**src/rtl/weight_write_pkg.sv**
```systemverilog
// Shared types for the weight/bias buffer write controller: command record,
// error bit positions and controller states.
package weight_write_pkg;

   // Command field widths for the standard configuration
   // (4 line buffers, 512x8 words per line buffer).
   localparam int PKG_LB_COUNT = 4;
   localparam int PKG_ADDR_W   = 12;
   localparam int PKG_CNT_W    = 13;

   typedef struct packed {
      logic                    bias;
      logic [PKG_LB_COUNT-1:0] mask;
      logic [PKG_ADDR_W-1:0]   base_addr;
      logic [PKG_CNT_W-1:0]    word_count;
   } cmd_t;

   // Bit positions inside o_error.
   localparam int ERR_LENGTH = 0;
   localparam int ERR_WRAP   = 1;

   typedef enum logic [1:0] {
      IDLE  = 2'd0,
      WRITE = 2'd1,
      DONE  = 2'd2
   } state_t;

endpackage

```
**src/rtl/weight_write_addr_gen.sv**
```systemverilog
// Loadable linear word address counter with a burst remaining counter.
// In short mode (bias target) the address wraps inside the low SAW bits.
module weight_write_addr_gen #(
   parameter int AW  = 12,
   parameter int SAW = 7,
   parameter int CW  = 13
) (
   input  logic          clk,
   input  logic          reset,
   input  logic          load,
   input  logic          short_mode,
   input  logic [AW-1:0] load_addr,
   input  logic [CW-1:0] load_count,
   input  logic          step,
   output logic [AW-1:0] addr,
   output logic          last_word,
   output logic          wrap_flag
);

   localparam logic [AW-1:0] SHORT_MAX = AW'((64'd1 << SAW) - 64'd1);

   logic [AW-1:0] addr_reg;
   logic [CW-1:0] remaining_reg;
   logic          wrap_reg;
   logic          short_reg;
   logic [AW-1:0] top_addr;
   logic          at_top;

   assign top_addr  = short_reg ? SHORT_MAX : {AW{1'b1}};
   assign at_top    = (addr_reg == top_addr);
   assign addr      = addr_reg;
   assign last_word = (remaining_reg == CW'(1));
   // Sticky wrap, including a wrap caused by the step happening this cycle.
   assign wrap_flag = wrap_reg | (step & at_top);

   // Load on command accept, then advance address and remaining count per beat.
   always_ff @(posedge clk) begin
      if (reset) begin
         addr_reg      <= '0;
         remaining_reg <= '0;
         wrap_reg      <= 1'b0;
         short_reg     <= 1'b0;
      end else if (load) begin
         short_reg     <= short_mode;
         addr_reg      <= short_mode ? (load_addr & SHORT_MAX) : load_addr;
         remaining_reg <= load_count;
         wrap_reg      <= 1'b0;
      end else if (step) begin
         remaining_reg <= remaining_reg - CW'(1);
         if (at_top) begin
            addr_reg <= '0;
            wrap_reg <= 1'b1;
         end else begin
            addr_reg <= addr_reg + AW'(1);
         end
      end
   end

endmodule

```
**src/rtl/weight_buffer_stream_write_control.sv**
```systemverilog
// Weight/bias buffer write controller: takes a burst command, consumes a
// valid/ready word stream and emits registered per-bank write strobes, with
// multicast to several weight line buffers and done/error status.
module weight_buffer_stream_write_control
   import weight_write_pkg::*;
#(
   parameter int DATA_WIDTH                    = 64,
   parameter int WEIGHT_LINE_BUFFER_DEPTH      = 512,
   parameter int WEIGHT_BUFFER_BANK_COUNT      = 8,
   parameter int NUMBER_OF_WEIGHT_LINE_BUFFERS = 4,
   parameter int BIAS_LINE_BUFFER_DEPTH        = 64,
   parameter int BIAS_BUFFER_BANK_COUNT        = 2,
   localparam int WBS   = $clog2(WEIGHT_BUFFER_BANK_COUNT),
   localparam int WLA   = $clog2(WEIGHT_LINE_BUFFER_DEPTH),
   localparam int BBS   = $clog2(BIAS_BUFFER_BANK_COUNT),
   localparam int BLA   = $clog2(BIAS_LINE_BUFFER_DEPTH),
   localparam int WADDR = WLA + WBS,
   localparam int CNT   = $clog2(WEIGHT_LINE_BUFFER_DEPTH * WEIGHT_BUFFER_BANK_COUNT + 1),
   localparam int NLB   = NUMBER_OF_WEIGHT_LINE_BUFFERS,
   localparam int WBC   = WEIGHT_BUFFER_BANK_COUNT,
   localparam int BBC   = BIAS_BUFFER_BANK_COUNT
) (
   input  logic                  clk,
   input  logic                  reset,
   input  logic                  i_cmd_valid,
   output logic                  o_cmd_ready,
   input  logic                  i_cmd_bias,
   input  logic [NLB-1:0]        i_cmd_lb_mask,
   input  logic [WADDR-1:0]      i_cmd_base_addr,
   input  logic [CNT-1:0]        i_cmd_word_count,
   input  logic                  i_data_valid,
   output logic                  o_data_ready,
   input  logic [DATA_WIDTH-1:0] i_data,
   input  logic                  i_data_last,
   output logic [NLB*DATA_WIDTH-1:0] o_write_port_data_in,
   output logic [NLB*WLA-1:0]    o_write_port_addr,
   output logic [NLB-1:0]        o_write_port_enable,
   output logic [NLB*WBC-1:0]    o_write_port_wen,
   output logic [DATA_WIDTH-1:0] o_bias_write_port_data_in,
   output logic [BLA-1:0]        o_bias_write_port_addr,
   output logic                  o_bias_write_port_enable,
   output logic [BBC-1:0]        o_bias_write_port_wen,
   output logic                  o_busy,
   output logic                  o_done,
   output logic [1:0]            o_error
);

   state_t          state_reg;
   logic            cmd_ready_reg;
   logic            data_ready_reg;
   logic            busy_reg;
   logic            done_reg;
   logic [1:0]      error_reg;
   logic            bias_reg;
   logic [NLB-1:0]  mask_reg;

   cmd_t            cmd_in;
   logic            cmd_accept;
   logic            beat;
   logic            final_beat;
   logic            len_mismatch;
   logic [WADDR-1:0] cur_addr;
   logic            last_word;
   logic            wrap_flag;

   // Incoming command gathered into one record.
   always_comb begin
      cmd_in            = '0;
      cmd_in.bias       = i_cmd_bias;
      cmd_in.mask       = PKG_LB_COUNT'(i_cmd_lb_mask);
      cmd_in.base_addr  = PKG_ADDR_W'(i_cmd_base_addr);
      cmd_in.word_count = PKG_CNT_W'(i_cmd_word_count);
   end

   assign cmd_accept   = i_cmd_valid & cmd_ready_reg;
   assign beat         = i_data_valid & data_ready_reg;
   // A burst ends on whichever comes first: count exhausted or last marker.
   assign final_beat   = beat & (last_word | i_data_last);
   assign len_mismatch = last_word ^ i_data_last;

   weight_write_addr_gen #(
      .AW  (WADDR),
      .SAW (BBS + BLA),
      .CW  (CNT)
   ) u_addr_gen (
      .clk        (clk),
      .reset      (reset),
      .load       (cmd_accept),
      .short_mode (cmd_in.bias),
      .load_addr  (WADDR'(cmd_in.base_addr)),
      .load_count (CNT'(cmd_in.word_count)),
      .step       (beat),
      .addr       (cur_addr),
      .last_word  (last_word),
      .wrap_flag  (wrap_flag)
   );

   // Controller FSM with registered handshake and status outputs.
   always_ff @(posedge clk) begin
      if (reset) begin
         state_reg      <= IDLE;
         cmd_ready_reg  <= 1'b0;
         data_ready_reg <= 1'b0;
         busy_reg       <= 1'b0;
         done_reg       <= 1'b0;
         error_reg      <= 2'b00;
         bias_reg       <= 1'b0;
         mask_reg       <= '0;
      end else begin
         done_reg <= 1'b0;
         case (state_reg)
            IDLE: begin
               cmd_ready_reg <= 1'b1;
               if (cmd_accept) begin
                  cmd_ready_reg <= 1'b0;
                  busy_reg      <= 1'b1;
                  error_reg     <= 2'b00;
                  bias_reg      <= cmd_in.bias;
                  mask_reg      <= NLB'(cmd_in.mask);
                  if (cmd_in.word_count == '0) begin
                     state_reg <= DONE;
                     done_reg  <= 1'b1;
                  end else begin
                     state_reg      <= WRITE;
                     data_ready_reg <= 1'b1;
                  end
               end
            end
            WRITE: begin
               if (final_beat) begin
                  state_reg             <= DONE;
                  data_ready_reg        <= 1'b0;
                  done_reg              <= 1'b1;
                  error_reg[ERR_WRAP]   <= wrap_flag;
                  error_reg[ERR_LENGTH] <= len_mismatch;
               end
            end
            DONE: begin
               state_reg     <= IDLE;
               busy_reg      <= 1'b0;
               cmd_ready_reg <= 1'b1;
            end
            default: begin
               state_reg      <= IDLE;
               data_ready_reg <= 1'b0;
               busy_reg       <= 1'b0;
            end
         endcase
      end
   end

   assign o_cmd_ready  = cmd_ready_reg;
   assign o_data_ready = data_ready_reg;
   assign o_busy       = busy_reg;
   assign o_done       = done_reg;
   assign o_error      = error_reg;

   logic [DATA_WIDTH-1:0] lb_data_reg [NLB];
   logic [WLA-1:0]        lb_addr_reg [NLB];
   logic [WBC-1:0]        lb_wen_reg  [NLB];
   logic [NLB-1:0]        lb_en_reg;

   genvar gi;
   generate
      for (gi = 0; gi < NLB; gi++) begin : g_lb
         // One write per accepted beat to each selected line buffer, zero otherwise.
         always_ff @(posedge clk) begin
            if (reset) begin
               lb_en_reg[gi]   <= 1'b0;
               lb_data_reg[gi] <= '0;
               lb_addr_reg[gi] <= '0;
               lb_wen_reg[gi]  <= '0;
            end else if (beat && !bias_reg && mask_reg[gi]) begin
               lb_en_reg[gi]   <= 1'b1;
               lb_data_reg[gi] <= i_data;
               lb_addr_reg[gi] <= cur_addr[WADDR-1:WBS];
               lb_wen_reg[gi]  <= WBC'(1) << cur_addr[WBS-1:0];
            end else begin
               lb_en_reg[gi]   <= 1'b0;
               lb_data_reg[gi] <= '0;
               lb_addr_reg[gi] <= '0;
               lb_wen_reg[gi]  <= '0;
            end
         end

         assign o_write_port_data_in[gi*DATA_WIDTH +: DATA_WIDTH] = lb_data_reg[gi];
         assign o_write_port_addr[gi*WLA +: WLA]                   = lb_addr_reg[gi];
         assign o_write_port_wen[gi*WBC +: WBC]                    = lb_wen_reg[gi];
         assign o_write_port_enable[gi]                            = lb_en_reg[gi];
      end
   endgenerate

   logic [DATA_WIDTH-1:0] bias_data_reg;
   logic [BLA-1:0]        bias_addr_reg;
   logic [BBC-1:0]        bias_wen_reg;
   logic                  bias_en_reg;

   // Bias bank write per accepted beat when the bias buffer is targeted.
   always_ff @(posedge clk) begin
      if (reset) begin
         bias_en_reg   <= 1'b0;
         bias_data_reg <= '0;
         bias_addr_reg <= '0;
         bias_wen_reg  <= '0;
      end else if (beat && bias_reg) begin
         bias_en_reg   <= 1'b1;
         bias_data_reg <= i_data;
         bias_addr_reg <= cur_addr[BBS+BLA-1:BBS];
         bias_wen_reg  <= BBC'(1) << cur_addr[BBS-1:0];
      end else begin
         bias_en_reg   <= 1'b0;
         bias_data_reg <= '0;
         bias_addr_reg <= '0;
         bias_wen_reg  <= '0;
      end
   end

   assign o_bias_write_port_data_in = bias_data_reg;
   assign o_bias_write_port_addr    = bias_addr_reg;
   assign o_bias_write_port_enable  = bias_en_reg;
   assign o_bias_write_port_wen     = bias_wen_reg;

endmodule

```
**config.mk**
```make
export PLATFORM = sky130hd
export DESIGN_NAME = weight_buffer_stream_write_control
export DESIGN_NICKNAME = d
export VERILOG_FILES = /design/src/rtl/weight_write_pkg.sv /design/src/rtl/weight_write_addr_gen.sv /design/src/rtl/weight_buffer_stream_write_control.sv
export SDC_FILE = /design/constraint.sdc
export NUM_CORES = 1
export LEC_CHECK = 0
export BUFFER_PORTS_ARGS = -buffer_cell sky130_fd_sc_hd__buf_2
export CAP_MARGIN = 30
export CORE_AREA = 2 2 196 198
export CTS_CLUSTER_SIZE = 20
export DETAILED_ROUTE_END_ITERATION = 10
export DIE_AREA = 0 0 198 200
export GPL_ROUTABILITY_DRIVEN = 0
export PLACE_DENSITY = 0.67
export SLEW_MARGIN = 20
export SYNTH_ARGS = -nofsm -noshare
export SYNTH_HDL_FRONTEND = slang
export SYNTH_SLANG_ARGS = --single-unit
```
**constraint.sdc**
```tcl
create_clock -name clk -period 3.7 [get_ports clk]
set_clock_uncertainty 0.2 [all_clocks]
set_input_delay 0.185 -clock clk [delete_from_list [all_inputs] [get_ports clk]]
set_output_delay 0.185 -clock clk [all_outputs]
set_load 0.1 [all_outputs]
```
Yosys cells after proc, flatten, opt, wreduce, memory -nomap -nowiden
Memories as Yosys holds them, arrays and structs flattened.
Cells that the tools add are included.
{"block": "totals", "elab_cells": 165, "reg_bits": 117, "mem_count": 3, "mem_bits_rw": 324, "out_inout_bits": 407, "inputBits": 99}
{"block": "classes", "eq_ne": 7, "muxes": 77, "add_sub_neg": 2, "shifts": 2, "reduce_logical": 20, "bitwise": 34}
{"name": "lb_data_reg", "words": 4, "word_bits": 64, "rd": 4, "rd_ports_with_merged_regs": 0, "wr": 4, "line": "weight_buffer_stream_write_control.sv:158", "rtl": "logic [DATA_WIDTH-1:0] lb_data_reg [NLB];"}
{"name": "lb_addr_reg", "words": 4, "word_bits": 9, "rd": 4, "rd_ports_with_merged_regs": 0, "wr": 4, "line": "weight_buffer_stream_write_control.sv:159", "rtl": "logic [WLA-1:0] lb_addr_reg [NLB];"}
{"name": "lb_wen_reg", "words": 4, "word_bits": 8, "rd": 4, "rd_ports_with_merged_regs": 0, "wr": 4, "line": "weight_buffer_stream_write_control.sv:160", "rtl": "logic [WBC-1:0] lb_wen_reg [NLB];"}
{"op": "$mux W64", "count": 8}
{"op": "$mux W9", "count": 8}
{"op": "$mux W8", "count": 8}
{"op": "$mux W12", "count": 5}
{"op": "$mux W1", "count": 35}
{"op": "$mux W13", "count": 2}
{"op": "$or A1 B1 Y1", "count": 26}
{"op": "$eq A13 B1 Y1 const B", "count": 1}
{"op": "$logic_not A13 Y1", "count": 1}
{"op": "$sub A13 B1 Y13 const B", "count": 1}
{"op": "$add A12 B1 Y12 const B", "count": 1}
{"op": "$eq A12 B12 Y1", "count": 1}
{"op": "$mux W2", "count": 5}
{"op": "$pmux W2 S2", "count": 2}
{"op": "$reduce_and A2 Y1", "count": 4}
{"op": "$shl A1 B3 Y8 const A", "count": 1}
{"op": "$logic_and A1 B1 Y1", "count": 6}
{"op": "$ne A2 B2 Y1 const B", "count": 3}
{"op": "$pmux W1 S2", "count": 3}
{"op": "$reduce_bool A2 Y1", "count": 3}
{"op": "$and A1 B1 Y1", "count": 4}
{"op": "$reduce_and A4 Y1", "count": 1}
{"op": "$reduce_or A2 Y1", "count": 2}
{"op": "$not A1 Y1", "count": 3}
{"op": "8 further kinds", "count": 8}

Depth between registers and ports, before layout
Gate-level depths: netlist of run 1.
{"block": "depth", "depth_word": 8, "ltp_mapped": 9, "depth_no_buf": 9}

Modules after synthesis
A second synthesis of run 1 with hierarchy kept.
{"block": "hier_totals", "cells_unflattened": 1159, "area_unflattened_um2": 16572.1}
{"mod": "weight_buffer_stream_write_control", "area_each_um2": 14956.8, "seq_area_each_um2": 11531.1, "cells_each": 959, "n_inst": 1}
{"mod": "weight_write_addr_gen", "area_each_um2": 1615.3, "seq_area_each_um2": 540.5, "cells_each": 200, "n_inst": 1}

Worst setup path after synthesis of run 1
Ideal clock, no wire load.
{"block": "synth_path", "path_kind": "reg-to-reg", "from": "register data_ready_reg (netlist: o_data_ready)", "to": "memory lb_addr_reg[2][1] (netlist name) (data pin)", "path_stages_with_launch": 6, "setup_time_ns": 0.131, "synth_period_minus_slack_ns": 2.578, "path_buffers": 2, "t_arrival_ns": 2.247, "required_ns": 3.369, "setup_slack_ns": 1.122, "cell_sequence": "dfxtp_1 -> nand2_1 -> nor3_2 -> clkbuf_1 -> clkbuf_1 -> and3_2"}
{"element": "start, declared", "line": "weight_buffer_stream_write_control.sv:50", "rtl": "logic data_ready_reg;"}
{"element": "start signal, assigned", "line": "weight_buffer_stream_write_control.sv:103", "rtl": "data_ready_reg <= 1'b0;"}
{"element": "start signal, assigned", "line": "weight_buffer_stream_write_control.sv:125", "rtl": "data_ready_reg <= 1'b1;"}
{"element": "start signal, assigned", "line": "weight_buffer_stream_write_control.sv:132", "rtl": "data_ready_reg <= 1'b0;"}
{"element": "end, declared", "line": "weight_buffer_stream_write_control.sv:159"}

Worst setup path after layout of run 1
{"block": "layout_path", "from": "register data_ready_reg (netlist: o_data_ready)", "to": "register u_addr_gen.remaining_reg[9]"}
{"block": "layout_via", "elab_chain_cells": 2}
{"element": "$and A1 B1 Y1", "line": "weight_buffer_stream_write_control.sv:76", "rtl": "assign beat = i_data_valid & data_ready_reg;"}
{"element": "$reduce_bool A2 Y1 (no source line)"}
{"element": "end signal, assigned", "line": "weight_write_addr_gen.sv:46", "rtl": "remaining_reg <= load_count;"}
{"element": "end signal, assigned", "line": "weight_write_addr_gen.sv:49", "rtl": "remaining_reg <= remaining_reg - CW'(1);"}
{"element": "end, declared", "line": "weight_write_addr_gen.sv:23", "rtl": "logic [CW-1:0] remaining_reg;"}
Every way passes these cells.
A chain may end at the register's enable or synchronous reset.

==> results of run 1 <==
-- final cells by class --
cell class                 count  area [um2]
clock buffer                  75        1360
fill                        2984       14500
sequential                   441       12100
antenna                        2        5.00
inverter                      10        37.5
timing repair buffer         625        3750
clock inverter                11         109
multi-input combinational    920        4910
tap                          511         639
-- cells in the mapped netlist, drive strengths merged, types with 9 or more instances --
| cell type | number |
|---|---|
| edfxtp | 324 |
| and3 | 301 |
| dfxtp | 117 |
| clkbuf | 82 |
| and2 | 74 |
| nor2 | 46 |
| nand2 | 39 |
| a21oi | 19 |
| a211oi | 13 |
| xor2 | 11 |
| inv | 10 |
| ha | 9 |
| nand3 | 9 |
| nor3 | 9 |
-- routing by layer --
layer / track usage (%) / vias to the layer above / part of all wire, %
li1: - / 5650 / -
met1: 26.6 / 5738 / 38
met2: 38.2 / 466 / 49
met3: 6.35 / 124 / 7.6
met4: 11.9 / 0 / 5.4
met5: 0 / - / 0
-- power groups by stage --
stage | sequential (W) | clock, W | combinational, W
finish | 0.00554 | 0.00451 | 0.00160
floorplan | 0.00658 | 0 | 0.000215
global route | 0.00556 | 0.00478 | 0.00166
CTS | 0.00555 | 0.00460 | 0.00158
global placement | 0.00564 | 0 | 0.00148
detailed placement | 0.00565 | 0 | 0.00149
-- stage by stage --
stage	hold slack (ns)	cells
finish	0.0609	2595
floorplan	0.107	1459
CTS	0.0333	2593
detailed placement	0.230	2398
global placement	0.223	2398
global route	0.0908	2594
-- kinds of logic after synthesis --
logic type	after synthesis
AND/OR/NAND/NOR	519
AO/OA/AOI/OAI	50
adder cells (fa/ha/maj)	9
XOR/XNOR	18
flip-flops	441
buffers and inverters	98
other	1
-- worst max-delay path: stages (launching register included) --
cell           delay (ns)
dfxtp_1              0.40
and2_1               0.42
nand4_4              0.19
or3b_1               0.42
xor2_1               0.15
a211oi_1             0.22
dlygate4sd3_1        0.58
-- cell usage in the layout (no fill, tap or decap), types with 9 or more instances in the layout --
cell and instances:
clkbuf_16 47, edfxtp_1 324, clkbuf_1 20, nor2_1 46, a211oi_1 12, buf_2 505
inv_1 10, a21oi_1 19, ha_1 9, and3_1 296, xor2_1 11, nand2_1 39
dlygate4sd3_1 109, conb_1 324, dfxtp_1 113, and2_1 72
-- how the worst min path moves through the flow --
stage	start	to	cells after the start
after floorplan	i_data[0]	o_bias_write_port_data_in[0]	1
after global placement	i_cmd_lb_mask[2]	mask_reg[2]	3
after detailed placement	i_cmd_lb_mask[0]	mask_reg[0]	3
after CTS	reset	mask_reg[3]	2
after global routing	reset	state_reg[0]	2
final	reset	mask_reg[0]	2
-- repair_timing --
item | in CTS | in global routing
endpoints found under the hold margin | 356 | 0
gates resized for setup | 0 | 0
hold buffers | 109 | 0
==> impl_metrics.json, run 1 <==
{
  "std_cell_rows": 71,
  "core_mm2": 0.0374,
  "hpwl_um": 31500,
  "yosys.area.top_type": "edfxtp_1",
  "cp-start-kind": "flip-flop",
  "async_flop_share_pct": 0,
  "power_frac_comb_pct": 13.7,
  "crit_type": "reg2reg",
  "worstRegToRegCells": 6,
  "cts-root-buf": "clkbuf_16",
  "timing.final.hold_violations": 0,
  "synth.distinct_cells": 49,
  "post-place-ws_ns": 1.17,
  "leakagePower_nw": 11.3,
  "syn_inst": 1136,
  "clkPwrFrac_pct": 38.7,
  "critPathCapture": "u_addr_gen.remaining_reg[9]",
  "via_per_inst": 4.62,
  "p_int_w": 0.00837,
  "routed_wl_um": 46500,
  "dpl-instance-area_mm2": 0.0203,
  "utilization_pct": 61.2,
  "tightest_slew_ns": 0.882,
  "crit_fanout": 10,
  "synth_xor_area_share_pct": 0.977,
  "synthSimpleGateAreaFrac_pct": 19.1,
  "syn-cell-area_mm2": 0.0161,
  "worst_ep_required_time_ns": 4.00,
  "grt_pass1_vias": 11500,
  "clk_path_buf_depth": 3,
  "timing.rr.start": "o_data_ready",
  "htree_levels": 2,
  "relSlewSlack_pct": 41.2,
  "vias": 12000,
  "dieArea_mm2": 0.0396,
  "dr.pass1.iters": 7,
  "p_seq_share_pct": 47.6,
  "synth_fa_ha_area_share_pct": 0.698,
  "power.density_mw_per_mm2": 509,
  "synth_top_family_by_area": "simple AND/OR/NAND/NOR gates",
  "crit_path_end_kind": "flip-flop",
  "yosysWarnings": 0,
  "drtIter0Drc": 754,
  "irDropWorstVdd_mv": 0.373,
  "slew_violations": 0,
  "setup_viol": 0,
  "start_util_pct": 43.2,
  "drive_gt1_share_pct": 28.7,
  "gr-total-overflow": 0,
  "power.switching_w": 0.00328,
  "numPortBuffers": 505,
  "wire_per_inst_um": 17.9,
  "startpoint": "o_data_ready",
  "syn_avg_cell_area_um2": 14.2,
  "area_delta_synth_final_pct": 41.8,
  "cts_inserted_buffers": 47,
  "post-route-drc-count": 0,
  "die_height_um": 200,
  "synth_edf_count": 324,
  "clk_pin_slew_worst_paths_ns": 0.06,
  "finalCriticalPeriod_ns": 2.64,
  "r2r_end": "u_addr_gen.remaining_reg[9]",
  "design_area_mm2": 0.0229,
  "ys_seq_elements": 441,
  "die_w_um": 198,
  "cap_violations": 0,
  "nNetsFinal": 2153,
  "setup_tns_ns": 0,
  "ant_nets": 0,
  "rsz0062_at_grt": "false",
  "grt_pass1_wl_um": 67000,
  "synth_top_area_share_pct": 60.3,
  "p_total_w": 0.0116,
  "ys_seq_area_share_pct": 74.8,
  "synth_mux_area_share_pct": 0,
  "largest_reg_flops": 256,
  "outcome": "completed",
  "period_share_pct": 71.3,
  "ys.flop_type": "edfxtp_1",
  "grt_max_degree": 128,
  "grt_antenna_before_repair": 2,
  "grt.total_usage_pct": 22.7,
  "r2r_setup_slack_ns": 1.06,
  "postCtsSetupBuffers": 0,
  "p_sw_share_pct": 28.2,
  "max_freq_mhz": 379,
  "num_io_pins": 506,
  "tritoncts": "built",
  "synth.area.top_cells": "edfxtp_1, dfxtp_1, and3_1",
  "clk_latency_ns": 0.55,
  "synth-compound-area-share_pct": 2.00,
  "hold_class": "in2reg",
  "clock-sinks": 441,
  "arrival_ns": 2.94,
  "fin_ws_ns": 1.06
}
No activity file was read; power rests on OpenSTA's default activity.
==> run 2: changes to the inputs <==
- CORE_AREA: 2 2 196 198 -> 2 2 198 200
- DIE_AREA: 0 0 198 200 -> 0 0 200 202
- PLACE_DENSITY: 0.67 -> 0.66
- clock period: 3.7 -> 2.6 ns (I/O delays scaled with it)
==> run 2 against run 1 <==
  * Total power increased by 43%
  * Routed wire length grew 1.5%
  * Register-to-register slack lost 0.96 ns
  * First-iteration DRC count is 4.1% lower
  * Count of clock-buffer cells in the layout shrank 7
  * Flip-flop and latch count unchanged
  * Worst hold slack improved by 0.089 ns
  * Cell count grew 1.7%
  * Clock power grew 44%
  * Largest cell class unchanged
  * Sequential share of layout area fell by 0.92 points
  * Critical path depth is the same
  * Maximum frequency up 5.7%
==> impl_metrics.json, run 2 (synthesized netlist as in run 1, its figures left out) <==
{
  "drive_gt1_share_pct": 29.3,
  "routed_wl_um": 47200,
  "period_share_pct": 96.0,
  "max_stage_delay_ns": 0.58,
  "vias": 12100,
  "power.density_mw_per_mm2": 717,
  "clk_latency_ns": 0.57,
  "ant_nets": 0,
  "crit_path_end_kind": "flip-flop",
  "std_cell_rows": 72,
  "wire_per_inst_um": 17.9,
  "die_height_um": 202,
  "layout_common_cells": "buf_2, edfxtp_1, conb_1",
  "cts_inserted_buffers": 46,
  "htree_levels": 2,
  "hold_class": "in2reg",
  "setup_tns_ns": 0,
  "finalCriticalPeriod_ns": 2.50,
  "grt.total_usage_pct": 23.1,
  "outcome": "completed",
  "grt_antenna_before_repair": 2,
  "fin_cells": 2638,
  "setup_viol": 0,
  "clk_pin_slew_worst_paths_ns": 0.06,
  "grt_pass1_vias": 12200,
  "crit_chain": "or4_1, o22ai_1, nand2_1, nand3_1, a21oi_1, dlygate4sd3_1",
  "num_io_pins": 506,
  "utilization_pct": 60.8,
  "gr-total-overflow": 0,
  "start_util_pct": 42.2,
  "grt_max_degree": 93,
  "postCtsSetupBuffers": 0,
  "p_int_w": 0.0120,
  "nNetsFinal": 2189,
  "grt_pass1_wl_um": 69900,
  "tightest_slew_ns": 0.823,
  "leakagePower_nw": 11.6,
  "critical-path-top-delay-family": "simple AND/OR/NAND/NOR gates",
  "dp.cells": 2419,
  "die_w_um": 200,
  "worstPathBufferInverterCount": 1,
  "cp-start-kind": "flip-flop",
  "power.switching_w": 0.00474,
  "crit_fanout": 9,
  "worst_ep_required_time_ns": 2.86,
  "area_delta_synth_final_pct": 44.3,
  "relSlewSlack_pct": 45.1,
  "timing.final.hold_violations": 0,
  "clk_path_buf_depth": 3,
  "dieArea_mm2": 0.0404,
  "clkPwrFrac_pct": 38.8,
  "dr.pass1.iters": 5,
  "tritoncts": "built",
  "hpwl_um": 31900,
  "layout_commonest_cell": "buf_2",
  "max_freq_mhz": 401,
  "power_frac_comb_pct": 14.1,
  "largest_reg_flops": 256,
  "arrival_ns": 2.75,
  "clock-sinks": 441,
  "cts-root-buf": "clkbuf_16",
  "post-route-drc-count": 0,
  "drtIter0Drc": 723,
  "critPathSlowestCell": "dlygate4sd3_1",
  "irDropWorstVdd_mv": 0.568,
  "p_seq_share_pct": 47.0,
  "cap_violations": 0,
  "p_sw_share_pct": 28.4,
  "core_mm2": 0.0383,
  "slew_violations": 0,
  "numPortBuffers": 505,
  "p_total_w": 0.0167,
  "crit_type": "reg2reg",
  "via_per_inst": 4.59
}
## run 2: changes by cell type in the layout (fill, tap and decap cells not counted), moves of 2 or more
cell | previous run | this run
dlygate4sd3_1 | 109 | 132
nor3_1 | 8 | 6
nor3_2 | 0 | 2
buf_4 | 7 | 19
clkinv_2 | 5 | 9
clkbuf_1 | 20 | 15
## run 2: path summary, 6_finish.rpt
path                                         start                            end  slack (ns)  depth (start not counted)
worst max-delay path            u_addr_gen.addr[7]             u_addr_gen.addr[5]        0.10                          6
worst min-delay path                    i_data[57]  o_bias_write_port_data_in[57]        0.15                          3
worst max register to register  u_addr_gen.addr[7]             u_addr_gen.addr[5]        0.10                          6
worst min register to register          o_error[0]                     o_error[0]        0.27                          2
## run 2: through the flow
step | area, um2 | hold WS [ns] | worst slack [ns]
3_3_place_gp | 20500 | 0.169 | 0.201
4_1_cts | 23300 | 0.118 | 0.0321
2_1_floorplan | 17400 | 0.0517 | 0.0221
3_5_place_dp | 20500 | 0.171 | 0.153
5_1_grt | 23300 | 0.149 | -0.0279
6_report | 23300 | 0.150 | 0.104
## run 2: timing repair
| action | in CTS | in global routing |
|---|---|---|
| endpoints found under the hold margin | 357 | 0 |
| hold buffers | 132 | 0 |
| resized for setup | 0 | 6 |
| endpoints found under the setup margin | 0 | 9 |
## run 2: layer usage
metal	track usage, %	part of all wire (%)	vias to the layer above
met3	6.14	7.7	114
met4	10.1	4.4	0
met2	39.8	50	460
li1	-	-	5730
met5	0	0	-
met1	26.9	38	5815
## run 2: worst reg2reg max path: stages (launching register included)
cell           delay, ns
dfxtp_1             0.43
or4_1               0.56
o22ai_1             0.26
nand2_1             0.18
nand3_1             0.12
a21oi_1             0.06
dlygate4sd3_1       0.58
## run 2: final cells by class
| cell class | count | area [um2] |
|---|---|---|
| Sequential cell | 441 | 12100 |
| Clock inverter | 18 | 188 |
| Inverter | 10 | 37.5 |
| Tap cell | 518 | 648 |
| Timing Repair Buffer | 662 | 4100 |
| Fill cell | 3082 | 15000 |
| Multi-Input combinational cell | 920 | 4940 |
| Antenna cell | 1 | 2.50 |
| Clock buffer | 68 | 1300 |
## run 2: power groups by stage
| stage | Clock, W | Combinational (W) | Sequential [W] |
|---|---|---|---|
| final | 0.00649 | 0.00236 | 0.00786 |
| after global placement | 0 | 0.00217 | 0.00800 |
| after floorplan | 0 | 0.000305 | 0.00937 |
| after detailed placement | 0 | 0.00217 | 0.00801 |
| after global routing | 0.00689 | 0.00246 | 0.00788 |
| after CTS | 0.00662 | 0.00234 | 0.00786 |
